===== config.mk =====
export PLATFORM = sky130hd
export DESIGN_NAME = serial_subtractor
export DESIGN_NICKNAME = d
export VERILOG_FILES = /design/src/rtl/serial_alu_pkg.sv /design/src/rtl/serial_subtractor_fs.sv /design/src/rtl/serial_subtractor.sv
export SDC_FILE = /design/constraint.sdc
export NUM_CORES = 1
export LEC_CHECK = 0
export CAP_MARGIN = 20
export CORE_ASPECT_RATIO = 1.4
export CORE_MARGIN = 2
export CORE_UTILIZATION = 51
export CTS_CLUSTER_DIAMETER = 120
export DETAILED_ROUTE_END_ITERATION = 7
export GPL_TIMING_DRIVEN = 0
export PLACE_DENSITY = 0.81
export SLEW_MARGIN = 20
export SYNTH_ARGS = -nofsm -noshare
export SYNTH_HDL_FRONTEND = slang
export SYNTH_SLANG_ARGS = --single-unit

===== constraint.sdc =====
create_clock -name clk -period 2.5 [get_ports clk]
set_input_delay 0.375 -clock clk [delete_from_list [all_inputs] [get_ports clk]]
set_output_delay 0.375 -clock clk [all_outputs]
set_load 0.02 [all_outputs]

===== src/rtl/serial_alu_pkg.sv =====
// serial_alu_pkg: shared types, defaults and flag helpers for the bit-serial ALU units
package serial_alu_pkg;

    localparam int DEFAULT_WIDTH = 4;

    typedef enum logic [1:0] {IDLE, SUB, DONE} state_t;

    // Subtraction overflows when the operand signs differ and the result sign differs from the minuend
    function automatic logic sub_ovf(input logic a_msb, input logic b_msb, input logic d_msb);
        return (a_msb ^ b_msb) & (d_msb ^ a_msb);
    endfunction

endpackage


===== src/rtl/serial_subtractor_fs.sv =====
// full_subtractor: combinational 1-bit a - b - bin cell
module full_subtractor (
    input  logic a,
    input  logic b,
    input  logic bin,
    output logic d,
    output logic bout
);

    assign d    = a ^ b ^ bin;
    assign bout = (~a & b) | (~(a ^ b) & bin);

endmodule


===== src/rtl/serial_subtractor.sv =====
// serial_subtractor: LSB-first bit-serial a - b - bin with borrow, zero and overflow flags
module serial_subtractor
    import serial_alu_pkg::*;
#(
    parameter int WIDTH = DEFAULT_WIDTH
) (
    input  logic             clk,
    input  logic             rst_n,
    input  logic             in_valid,
    output logic             in_ready,
    input  logic [WIDTH-1:0] a,
    input  logic [WIDTH-1:0] b,
    input  logic             bin,
    output logic             out_valid,
    input  logic             out_ready,
    output logic [WIDTH-1:0] diff,
    output logic             bout,
    output logic             z,
    output logic             v
);

    localparam int CW = $clog2(WIDTH + 1);

    state_t           state, nstate;
    logic [WIDTH-1:0] ra, rb, dnext;
    logic [CW-1:0]    cnt;
    logic             br, d, brn, last;

    full_subtractor u_fs (
        .a   (ra[0]),
        .b   (rb[0]),
        .bin (br),
        .d   (d),
        .bout(brn)
    );

    assign last      = cnt == CW'(WIDTH - 1);
    assign dnext     = {d, diff[WIDTH-1:1]};
    assign in_ready  = state == IDLE;
    assign out_valid = state == DONE;

    always_comb begin
        nstate = state;
        nstate = state == IDLE ? (in_valid ? SUB : IDLE) :
                 state == SUB  ? (last ? DONE : SUB) :
                                 (out_ready ? IDLE : DONE);
    end

    always_ff @(posedge clk) begin
        if (!rst_n)
            state <= IDLE;
        else
            state <= nstate;
    end

    always_ff @(posedge clk) begin
        if (!rst_n) begin
            ra   <= '0;
            rb   <= '0;
            diff <= '0;
            br   <= 1'b0;
            cnt  <= '0;
            bout <= 1'b0;
            z    <= 1'b0;
            v    <= 1'b0;
        end else if (state == IDLE && in_valid) begin
            ra  <= a;
            rb  <= b;
            br  <= bin;
            cnt <= '0;
        end else if (state == SUB) begin
            ra   <= ra >> 1;
            rb   <= rb >> 1;
            diff <= dnext;
            br   <= brn;
            cnt  <= cnt + CW'(1);
            // On the last bit ra[0]/rb[0] hold the original sign bits and d is the result sign
            if (last) begin
                bout <= brn;
                z    <= dnext == '0;
                v    <= sub_ovf(ra[0], rb[0], d);
            end
        end
    end

endmodule

# ---- Word-level counts from Yosys, hierarchy flattened
# Cells that the tools add are included.
# Widths: inputs -> output; s select.
dict set report op_classes {
  reduce_logical 7
  muxes 11
  n_eq_ne 3
  n_bitwise 11
  n_addsub 1
}
# cell count
set ops {}
lappend ops {{$mux 4} 4}
lappend ops {{$mux 2} 4}
lappend ops {{$logic_not 4->1} 1}
lappend ops {{$not 1->1} 4}
lappend ops {{$add 3x1->3 const B} 1}
lappend ops {{$and 1x1->1} 3}
lappend ops {{$eq 3x2->1 const B} 1}
lappend ops {{$mux 1} 3}
lappend ops {{$reduce_and 3->1} 1}
lappend ops {{$xor 1x1->1} 3}
lappend ops {{$eq 2x1->1 const B} 1}
lappend ops {{$eq 2x2->1 const B} 1}
lappend ops {{$logic_not 2->1} 1}
lappend ops {{$reduce_and 2->1} 1}
lappend ops {{$reduce_bool 2->1} 1}
lappend ops {{$reduce_or 2->1} 1}
lappend ops {{$logic_and 1x1->1} 1}
lappend ops {{$or 1x1->1} 1}
dict set report word_totals {
  register_bits 21
  inputBits 13
  out_inout_bits 9
}

# ---- Logic depth before layout (Yosys ltp)
# Gate-level depths: netlist of the first run.
dict set report logic_depth {
  word_depth 6
  ltp_mapped 6
  ltp_nobuf 5
}

# ---- Modules after synthesis
# Synthesis of the first run repeated with hierarchy kept, for this count alone.
dict set report hier_totals {
  hier_cells 113
  hier_area_um2 1026.0
}
# mod cells_each area_per_inst_um2 seq_area_each_um2 instances
set by_module_without_submodules {}
lappend by_module_without_submodules {serial_subtractor 109 994.7 420.4 1}
lappend by_module_without_submodules {full_subtractor 4 31.3 0.0 1}

# ---- Least setup slack after synthesis of the first run
# No wires, ideal clock.
dict set report synth_path {
  path_kind {flip-flop to flip-flop}
  startpoint {reg ra[0]}
  endpoint {reg z}
  period_less_slack_ps 1425
  t_arrival_ps 1354
  path_slack_ps 1075
  path_stages_with_launch 6
  path_cell_list {dfxtp_1 -> inv_1 -> fa_1 -> nor4b_1 -> nand3_1 -> a21oi_1}
}
dict set report synth_via {
  elab_chain_cells 3
}
# element line
set synth_rtl {}
lappend synth_rtl {{start, declared} serial_subtractor.sv:25} ;# logic [WIDTH-1:0] ra, rb, dnext;
lappend synth_rtl {{start signal, assigned} serial_subtractor.sv:72} ;# ra <= ra >> 1;
lappend synth_rtl {{$xor 1x1->1 (2 in a row)} serial_subtractor_fs.sv:10} ;# assign d = a ^ b ^ bin;
lappend synth_rtl {{$logic_not 4->1} serial_subtractor.sv:80} ;# z <= dnext == '0;
lappend synth_rtl {{end signal, assigned} serial_subtractor.sv:64} ;# z <= 1'b0;
lappend synth_rtl {{end signal, assigned} serial_subtractor.sv:80}
lappend synth_rtl {{end, declared} serial_subtractor.sv:18} ;# output logic z,
# No other way between the ends.
# A chain may end at the register's enable or synchronous reset.

# ---- Final worst setup path of the first run
dict set report layout_path {
  startpoint {reg state[1]}
  endpoint {out out_valid}
}
dict set report layout_via {
  elab_chain_cells 1
}
# element line
set layout_rtl {}
lappend layout_rtl {{start, declared} serial_subtractor.sv:24} ;# state_t state, nstate;
lappend layout_rtl {{start signal, assigned} serial_subtractor.sv:53} ;# state <= nstate;
lappend layout_rtl {{$eq 2x2->1} serial_subtractor.sv:40} ;# assign out_valid = state == DONE;
lappend layout_rtl {{end, declared} serial_subtractor.sv:14} ;# output logic out_valid,
# No other way between the ends.

==> results of run 1 <==
## final timing paths
check	cells after the start	startpoint	slack (ps)	endpoint
setup reg to reg	5	ra[0]	890	z
setup / recovery	3	state[1]	400	out_valid
hold / removal	3	rst_n	390	rb[0]
hold reg to reg	2	rb[2]	460	rb[1]
## power breakdown
group	total, µW	switching (µW)	internal [µW]	leakage, µW
Clock	161	101	59.5	0.0000177
Combinational	138	68.2	69.4	0.000261
Sequential	368	13.6	354	0.000172
Total	667	183	483	0.000450
## stage by stage
stage | util (%) | setup slack [ps] | area (µm²)
after global routing | 68.9 | 281 | 1210
after CTS | 68.9 | 399 | 1210
after floorplan | - | 1080 | 957
final | 68.9 | 400 | 1210
after global placement | 67.3 | 770 | 1180
after detailed placement | 67.3 | 749 | 1180
## layout make-up
type,count,area [µm²],area share [%]
clock buffer,3,22.5,1.86
inverter,5,18.8,1.55
buffer,7,52.6,4.34
multi-input combinational,77,465,38.5
clock inverter,1,5.00,0.414
sequential,21,420,34.7
timing repair buffer,20,200,16.5
tap,20,25.0,2.07
## registers in the layout, summed over array words and instances, names as in the netlist
signal,count
v,1
ra,4
state,2
rb,4
cnt,3
diff,4
bout,1
br,1
z,1
## layout by cell type (no fill, tap or decap), drive strengths merged, types with 2 or more instances in the layout
cell	instances
a211oi	2
a21oi	18
buf	6
clkbuf	4
clkdlybuf4s50	20
dfxtp	21
ha	4
inv	5
nand2	16
nand2b	2
nand3	5
nor2	7
o21ai	7
o22ai	4
## per-layer routing
metal | vias up | share of wire, % | track usage, %
met4 | 0 | 0.90 | 7.14
li1 | 423 | - | -
met1 | 383 | 45 | 24.7
met3 | 2 | 3.8 | 2.41
met2 | 20 | 51 | 32.9
met5 | - | 0 | 0
## cells by family after synthesis
logic type | synth area share, %
AO/OA/AOI/OAI | 21.4
AND/OR/NAND/NOR | 18.0
flip-flops | 43.9
buffers and inverters | 7.45
adder cells (fa/ha/maj) | 7.32
XOR/XNOR | 1.83
## worst max-delay path, stage by stage, from the launching register on
cell and delay, ps:
dfxtp_1 500, inv_1 190, nor2_1 140, clkdlybuf4s50_1 600
==> impl_metrics.yaml, run 1 <==
status:
  outcome: "completed"
sta:
  hold_ws_ps: 393
  post-route-min-period_ps: 2100
  setup_tns_ps: 0
  finalClockSkew_ps: 3.95
  rsz0062_at_grt: "false"
  tightest_slew_ps: 534
  hold_viol: 0
  fmax_mhz: 476
  slew_headroom_pct: 64.3
  setup_viol: 0
  period_share_pct: 84.0
  slew_violations: 0
drt:
  drt_pre_antenna_iters: 4
  drc: 0
  postRouteWirelength_mm: 1.88
  vias_per_cell: 5.38
  dr_total_vias: 828
  drt_iter0_markers: 10
  ant_nets: 0
  wl_per_cell_um: 12.2
synth:
  yosys.area.top_type: "dfxtp_1"
  synth_top_area_share_pct: 43.9
  async_flop_share_pct: 0
  seq_area_frac_synth_pct: 43.9
  synth_edf_count: 0
  ys_top_cells_by_area: "dfxtp_1 44%, a21oi_1 9.4%, nand2_1 6.3%"
  synth.distinct_cells: 29
  ys_ff_latch: 21
  synth_area_per_cell_um2: 8.70
  syn_inst: 110
  syn_nets: 128
  yosysMostFrequentCell: "dfxtp_1"
  ys.warnings.count: 0
  synth-main-ff-cell: "dfxtp_1"
  yosys-top-cells-count: "21 x dfxtp_1, 18 x a21oi_1, 16 x nand2_1"
  synthesis.area_um2: 957
power:
  power_uw: 667
  total_leakage_power_uw: 0.000450
  p_per_area_nw_per_um2: 551
  ir_drop_v: 0.000400
cells_and_area:
  drive_gt1_share_pct: 10.4
  num_antenna_cells: 0
  num-fill-cells: 165
  syn2layout_area_growth_pct: 26.4
  nets: 153
  final_cells: 154
clock_network:
  clkTransAtPathRegs_ps: 120
  cts_root_buffer: "clkbuf_4"
  cts_inserted_buffers: 3
  cts_setup_buffers: 0
  cts_tree: "built"
  cts_max_level: 1
  ctsResizeCount: 0
  clkSinkCount: 21
  clk_path_buf_depth: 2
  ctsHoldBuffers: 0
  worstSkewPairLatency_ps: 300
placement:
  place_inst: 150
  io_buffers: 20
  dp_hpwl_mm: 1.41
  gp_congestion: 0.765
grt:
  grt_antenna_before_repair: 0
  grt_pass1_vias: 758
  grt_max_degree: 13
  grt.overflow.total: 0
  track_usage_pct: 19.8
  grt_pass1_wl_mm: 3.19
worst_hold_path:
  worstHoldPathType: "in2reg"
floorplanning:
  start_util_pct: 54.5
  io-pin-count: 22
  row_count: 18
  core_um2: 1760
  die-area_um2: 2240
  die_y_um: 55.3
  die_w_um: 40.6
critical_path:
  worst-setup-path-type: "reg2out"
  critPathRequiredTime_ps: 2120
  start_kind: "flop"
  critical_path_arrival_ps: 1730
  cp-end-kind: "output port"
  critPathMaxFanout: 8
flow_run:
  drv_cap: 0
Note: power is estimated with default switching activity, not from simulation.
==> run 2: changes to the inputs <==
--- a/config.mk
+++ b/config.mk
@@ -8,11 +8,11 @@
 export CAP_MARGIN = 20
 export CORE_ASPECT_RATIO = 1.4
 export CORE_MARGIN = 2
-export CORE_UTILIZATION = 51
+export CORE_UTILIZATION = 43
 export CTS_CLUSTER_DIAMETER = 120
 export DETAILED_ROUTE_END_ITERATION = 7
 export GPL_TIMING_DRIVEN = 0
-export PLACE_DENSITY = 0.81
+export PLACE_DENSITY = 0.73
 export SLEW_MARGIN = 20
 export SYNTH_ARGS = -nofsm -noshare
 export SYNTH_HDL_FRONTEND = slang
==> constraint.sdc (replaced) <==
create_clock -name clk -period 1.7 [get_ports clk]
set_input_delay 0.255 -clock clk [delete_from_list [all_inputs] [get_ports clk]]
set_output_delay 0.255 -clock clk [all_outputs]
set_load 0.02 [all_outputs]
==> run 2 against run 1 <==
Final area grew 0.72%; critical path depth decreased by 2; sequential share of layout area about the same; via count increased by 3.3%; sequential power rose by 48%.
==> impl_metrics.yaml, run 2 (synthesized netlist as in run 1, its figures left out) <==
status:
  outcome: "completed"
critical_path:
  reg2reg_to: "z"
  cpLargestDelayFamily: "buffers and inverters"
  r2r_slack_ps: 160
  r2r-start: "ra[0]"
  rr_worst_depth: 5
  critPathMaxFanout: 4
  critPathSlowestCell: "clkdlybuf4s50_1"
  critPathBufInv: 1
  critical_path_arrival_ps: 1370
  critPathCapture: "diff[2]"
  critPathRequiredTime_ps: 1440
  worst-path-stages: 1
  worst-setup-path-type: "reg2out"
  cp-end-kind: "output port"
  slowest_delay_ps: 630
  setup.worst_path.start: "diff[2]"
  start_kind: "flop"
  cp_cell_sequence: "clkdlybuf4s50_1"
power:
  pwr-share-clk_pct: 24.5
  swShare_pct: 28.2
  p_per_area_nw_per_um2: 816
  p_sw_uw: 281
  ir_drop_v: 0.000420
  p_int_uw: 714
  total_leakage_power_uw: 0.000458
  p_seq_share_pct: 54.6
  combPwrFrac_pct: 20.9
sta:
  finalClockSkew_ps: 2.23
  setup_tns_ps: 0
  fmax_mhz: 614
  slew_headroom_pct: 59.8
  setup_viol: 0
  period_share_pct: 95.9
  hold_ws_ps: 264
  slew_violations: 0
  rsz0062_at_grt: "false"
  hold_viol: 0
  tightest_slew_ps: 601
  post-route-min-period_ps: 1630
drt:
  ant_nets: 0
  vias_per_cell: 5.48
  drt_iter0_markers: 8
  dr_total_vias: 855
  drc: 0
  drt_pre_antenna_iters: 4
  postRouteWirelength_mm: 2.04
  wl_per_cell_um: 13.1
cells_and_area:
  design_area_um2: 1220
  syn2layout_area_growth_pct: 27.3
  num_antenna_cells: 0
  nets: 153
  final_cell_mix: "19 x dfxtp_1, 18 x a21oi_1, 18 x clkdlybuf4s50_1"
  drive_gt1_share_pct: 12.7
  reg.largest.list: "diff (4), ra (4), rb (4)"
  num-fill-cells: 206
  final_common_cell: "dfxtp_1"
clock_network:
  clkTransAtPathRegs_ps: 120
  cts_inserted_buffers: 3
  clk_path_buf_depth: 2
  cts_tree: "built"
  worstSkewPairLatency_ps: 310
  cts_setup_buffers: 0
  clkSinkCount: 21
  cts_max_level: 1
  cts_root_buffer: "clkbuf_4"
placement:
  io_buffers: 20
  place_area_um2: 1180
  dp_hpwl_mm: 1.48
  gp_congestion: 0.790
grt:
  grt_pass1_vias: 814
  grt_max_degree: 13
  grt_antenna_before_repair: 0
  grt.overflow.total: 0
  grt_pass1_wl_mm: 3.51
  track_usage_pct: 17.9
floorplanning:
  die-area_um2: 2620
  die_w_um: 43.9
  row_count: 20
  start_util_pct: 44.5
  io-pin-count: 22
  core_um2: 2150
  die_y_um: 59.8
flow_run:
  drv_cap: 0
worst_hold_path:
  worstHoldPathType: "in2reg"
[run 2: how the worst min path moves through the flow]
| stage | cells past startpoint | end | start |
|---|---|---|---|
| 2_1_floorplan | 2 | ra[3] | a[3] |
| 3_3_place_gp | 2 | rb[1] | rb[2] |
| 3_5_place_dp | 2 | z | z |
| 4_1_cts | 3 | ra[0] | rst_n |
| 5_1_grt | 3 | br | rst_n |
| 6_report | 3 | ra[0] | rst_n |
[run 2: tightest hold or removal path: stages]
cell	delay, ps
buf_2	160
o21ai_0	90
a21oi_1	40
[run 2: layout make-up]
type / instances / area [µm²] / area share (%)
buffer: 7 / 52.6 / 4.31
sequential: 21 / 423 / 34.7
clock buffer: 3 / 22.5 / 1.85
inverter: 5 / 18.8 / 1.54
timing repair buffer: 20 / 198 / 16.2
tap: 22 / 27.5 / 2.26
clock inverter: 1 / 5.00 / 0.411
multi-input combinational: 77 / 472 / 38.7
[run 2: timing repair]
| action | in CTS | in global routing |
|---|---|---|
| hold buffers | 0 | 0 |
| gates resized for setup | 3 | 2 |
| endpoints found under the setup margin | 2 | 1 |
[run 2: per-stage QoR]
step | util [%] | instances | power [µW] | setup slack, ps
floorplan | - | 110 | 685 | 275
global placement | 55.1 | 152 | 751 | 89.7
detailed placement | 55.1 | 152 | 757 | 51.1
CTS | 56.3 | 156 | 997 | 62.2
global route | 56.6 | 156 | 1050 | 3.89
finish | 56.6 | 156 | 995 | 70.3
[run 2: power by group through the flow]
stage	clock network [µW]	logic (µW)	registers, µW
3_3_place_gp	0	200	551
2_1_floorplan	0	132	553
6_report	244	208	543
3_5_place_dp	0	204	553
4_1_cts	251	204	542
5_1_grt	273	233	548
[run 2: per-layer routing]
metal  vias to the layer above  global-route usage, %  part of all wire [%]
met5                         -                      0                     0
met4                         0                   12.6                   4.0
met3                         7                   2.11                   3.3
met2                        23                   30.3                    52
met1                       399                   20.6                    40
li1                        426                      -                     -
==> run 3: changes to the inputs <==
--- a/config.mk
+++ b/config.mk
@@ -7,9 +7,9 @@
 export LEC_CHECK = 0
 export CAP_MARGIN = 20
 export CORE_ASPECT_RATIO = 1.4
-export CORE_MARGIN = 2
 export CORE_UTILIZATION = 43
 export CTS_CLUSTER_DIAMETER = 120
+export CTS_CLUSTER_SIZE = 16
 export DETAILED_ROUTE_END_ITERATION = 7
 export GPL_TIMING_DRIVEN = 0
 export PLACE_DENSITY = 0.73
==> run 3 against run 2 <==
Via count down 3.5%; maximum frequency down 0.64%; clock power about the same; count of clock-buffer cells in the layout unchanged; sequential cell count unchanged; setup slack worse by 10 ps.
==> impl_metrics.yaml, run 3 (synthesized netlist as in run 1, its figures left out) <==
grt:
  grt_pass1_vias: 801
  grt_max_degree: 13
  track_usage_pct: 18.0
  grtUsageMet3_pct: 1.87
  grtUsageMet2_pct: 31.9
  grt_antenna_before_repair: 0
  grt.busiest_layer: "met2"
  grt.overflow.total: 0
  met1_usage_pct: 20.2
  grt_pass1_wl_mm: 3.37
critical_path:
  slowest_delay_ps: 430
  setup.worst_path.start: "state[1]"
  reg2reg_to: "z"
  critPathMaxFanout: 8
  cp_cell_sequence: "inv_1 -> nor2_1 -> dlygate4sd2_1"
  start_kind: "flop"
  r2r_slack_ps: 130
  critical_path_arrival_ps: 1390
  r2r-start: "ra[0]"
  worst-setup-path-type: "reg2out"
  cp-end-kind: "output port"
  critPathSlowestCell: "dfxtp_2"
  rr_worst_depth: 5
  critPathRequiredTime_ps: 1440
drt:
  postRouteWirelength_mm: 1.95
  dr_total_vias: 825
  drt_iter0_markers: 20
  drc: 0
  drt_pre_antenna_iters: 4
  vias_per_cell: 5.32
  wl_per_cell_um: 12.6
  ant_nets: 0
sta:
  slew_violations: 0
  setup_tns_ps: 0
  slew_headroom_pct: 61.1
  fmax_mhz: 610
  setup_viol: 0
  hold_viol: 0
  hold_ws_ps: 256
  period_share_pct: 96.5
  finalClockSkew_ps: 5.32
  tightest_slew_ps: 582
  post-route-min-period_ps: 1640
  rsz0062_at_grt: "false"
power:
  p_per_area_nw_per_um2: 816
  total_leakage_power_uw: 0.000458
  ir_drop_v: 0.000589
clock_network:
  clkSinkCount: 21
  cts_setup_buffers: 0
  cts_tree: "built"
  clk_path_buf_depth: 2
  cts_inserted_buffers: 3
  clkTransAtPathRegs_ps: 120
  worstSkewPairLatency_ps: 310
  cts_root_buffer: "clkbuf_4"
  cts_max_level: 1
  ctsHoldBuffers: 0
floorplanning:
  start_util_pct: 47.4
  die_y_um: 57.8
  die_w_um: 41.9
  io-pin-count: 22
  row_count: 19
  die-area_um2: 2420
  core_um2: 2020
flow_run:
  drv_cap: 0
worst_hold_path:
  worstHoldPathType: "in2reg"
  hold_depth: 3
  worstHoldStart: "rst_n"
  min_to: "rb[0]"
cells_and_area:
  drive_gt1_share_pct: 11.9
  regArea_um2: 422
  nets: 153
  final_cell_mix: "20 x dfxtp_1, 18 x a21oi_1, 18 x clkdlybuf4s50_1"
  design_area_um2: 1220
  num-fill-cells: 172
  multi_input_area_um2: 472
  syn2layout_area_growth_pct: 27.1
  final_common_cell: "dfxtp_1"
  reg.largest.list: "diff (4), ra (4), rb (4)"
  num_antenna_cells: 0
status:
  outcome: "completed"
placement:
  dp_hpwl_mm: 1.47
  io_buffers: 20
  place_area_um2: 1180
  gp_congestion: 0.819
==> run 3: per-stage QoR <==
step	power [µW]	setup WS (ps)	instances	utilization [%]
finish	992	59.8	155	60.2
global route	1040	6.58	155	60.2
CTS	997	48.6	155	59.9
detailed placement	756	14.2	151	58.6
global placement	749	85.2	151	58.6
floorplan	685	275	110	-
==> run 3: layout make-up <==
type | count | area share [%]
flip-flops and latches | 21 | 34.7
well taps | 21 | 2.16
inverters | 5 | 1.54
multi-input cells | 77 | 38.8
clock buffers | 3 | 1.85
clock inverters | 1 | 0.412
plain buffers | 7 | 4.32
repair buffers | 20 | 16.3
==> run 3: repair_timing <==
| action | CTS | global route |
|---|---|---|
| resized for setup | 3 | 1 |
| endpoints found under the setup margin | 2 | 1 |
| pin swaps | 0 | 0 |
==> run 3: report_power, final <==
group          total [µW]  internal (µW)  switching [µW]
registers             542            521            20.7
logic                 204            104             100
clock network         247           88.1             159
==> run 3: worst max path at each step <==
stage	endpoint	cells past startpoint
final	out_valid	3
after global routing	out_valid	3
after detailed placement	out_valid	3
after floorplan	z	5
after CTS	z	5
after global placement	out_valid	3
==> run 3: routing by layer <==
| layer | share of wire, % | wire length, µm |
|---|---|---|
| met2 | 52 | 1010 |
| met4 | 2.5 | 48 |
| met1 | 43 | 834 |
| met3 | 3.0 | 59 |
| met5 | 0 | 0 |
==> run 3: worst max-delay path: cells and delay by family (launching register included) <==
family	cells	cell delay, ps
AND/OR/NAND/NOR	1	150
flip-flops	1	430
buffers and inverters	2	490
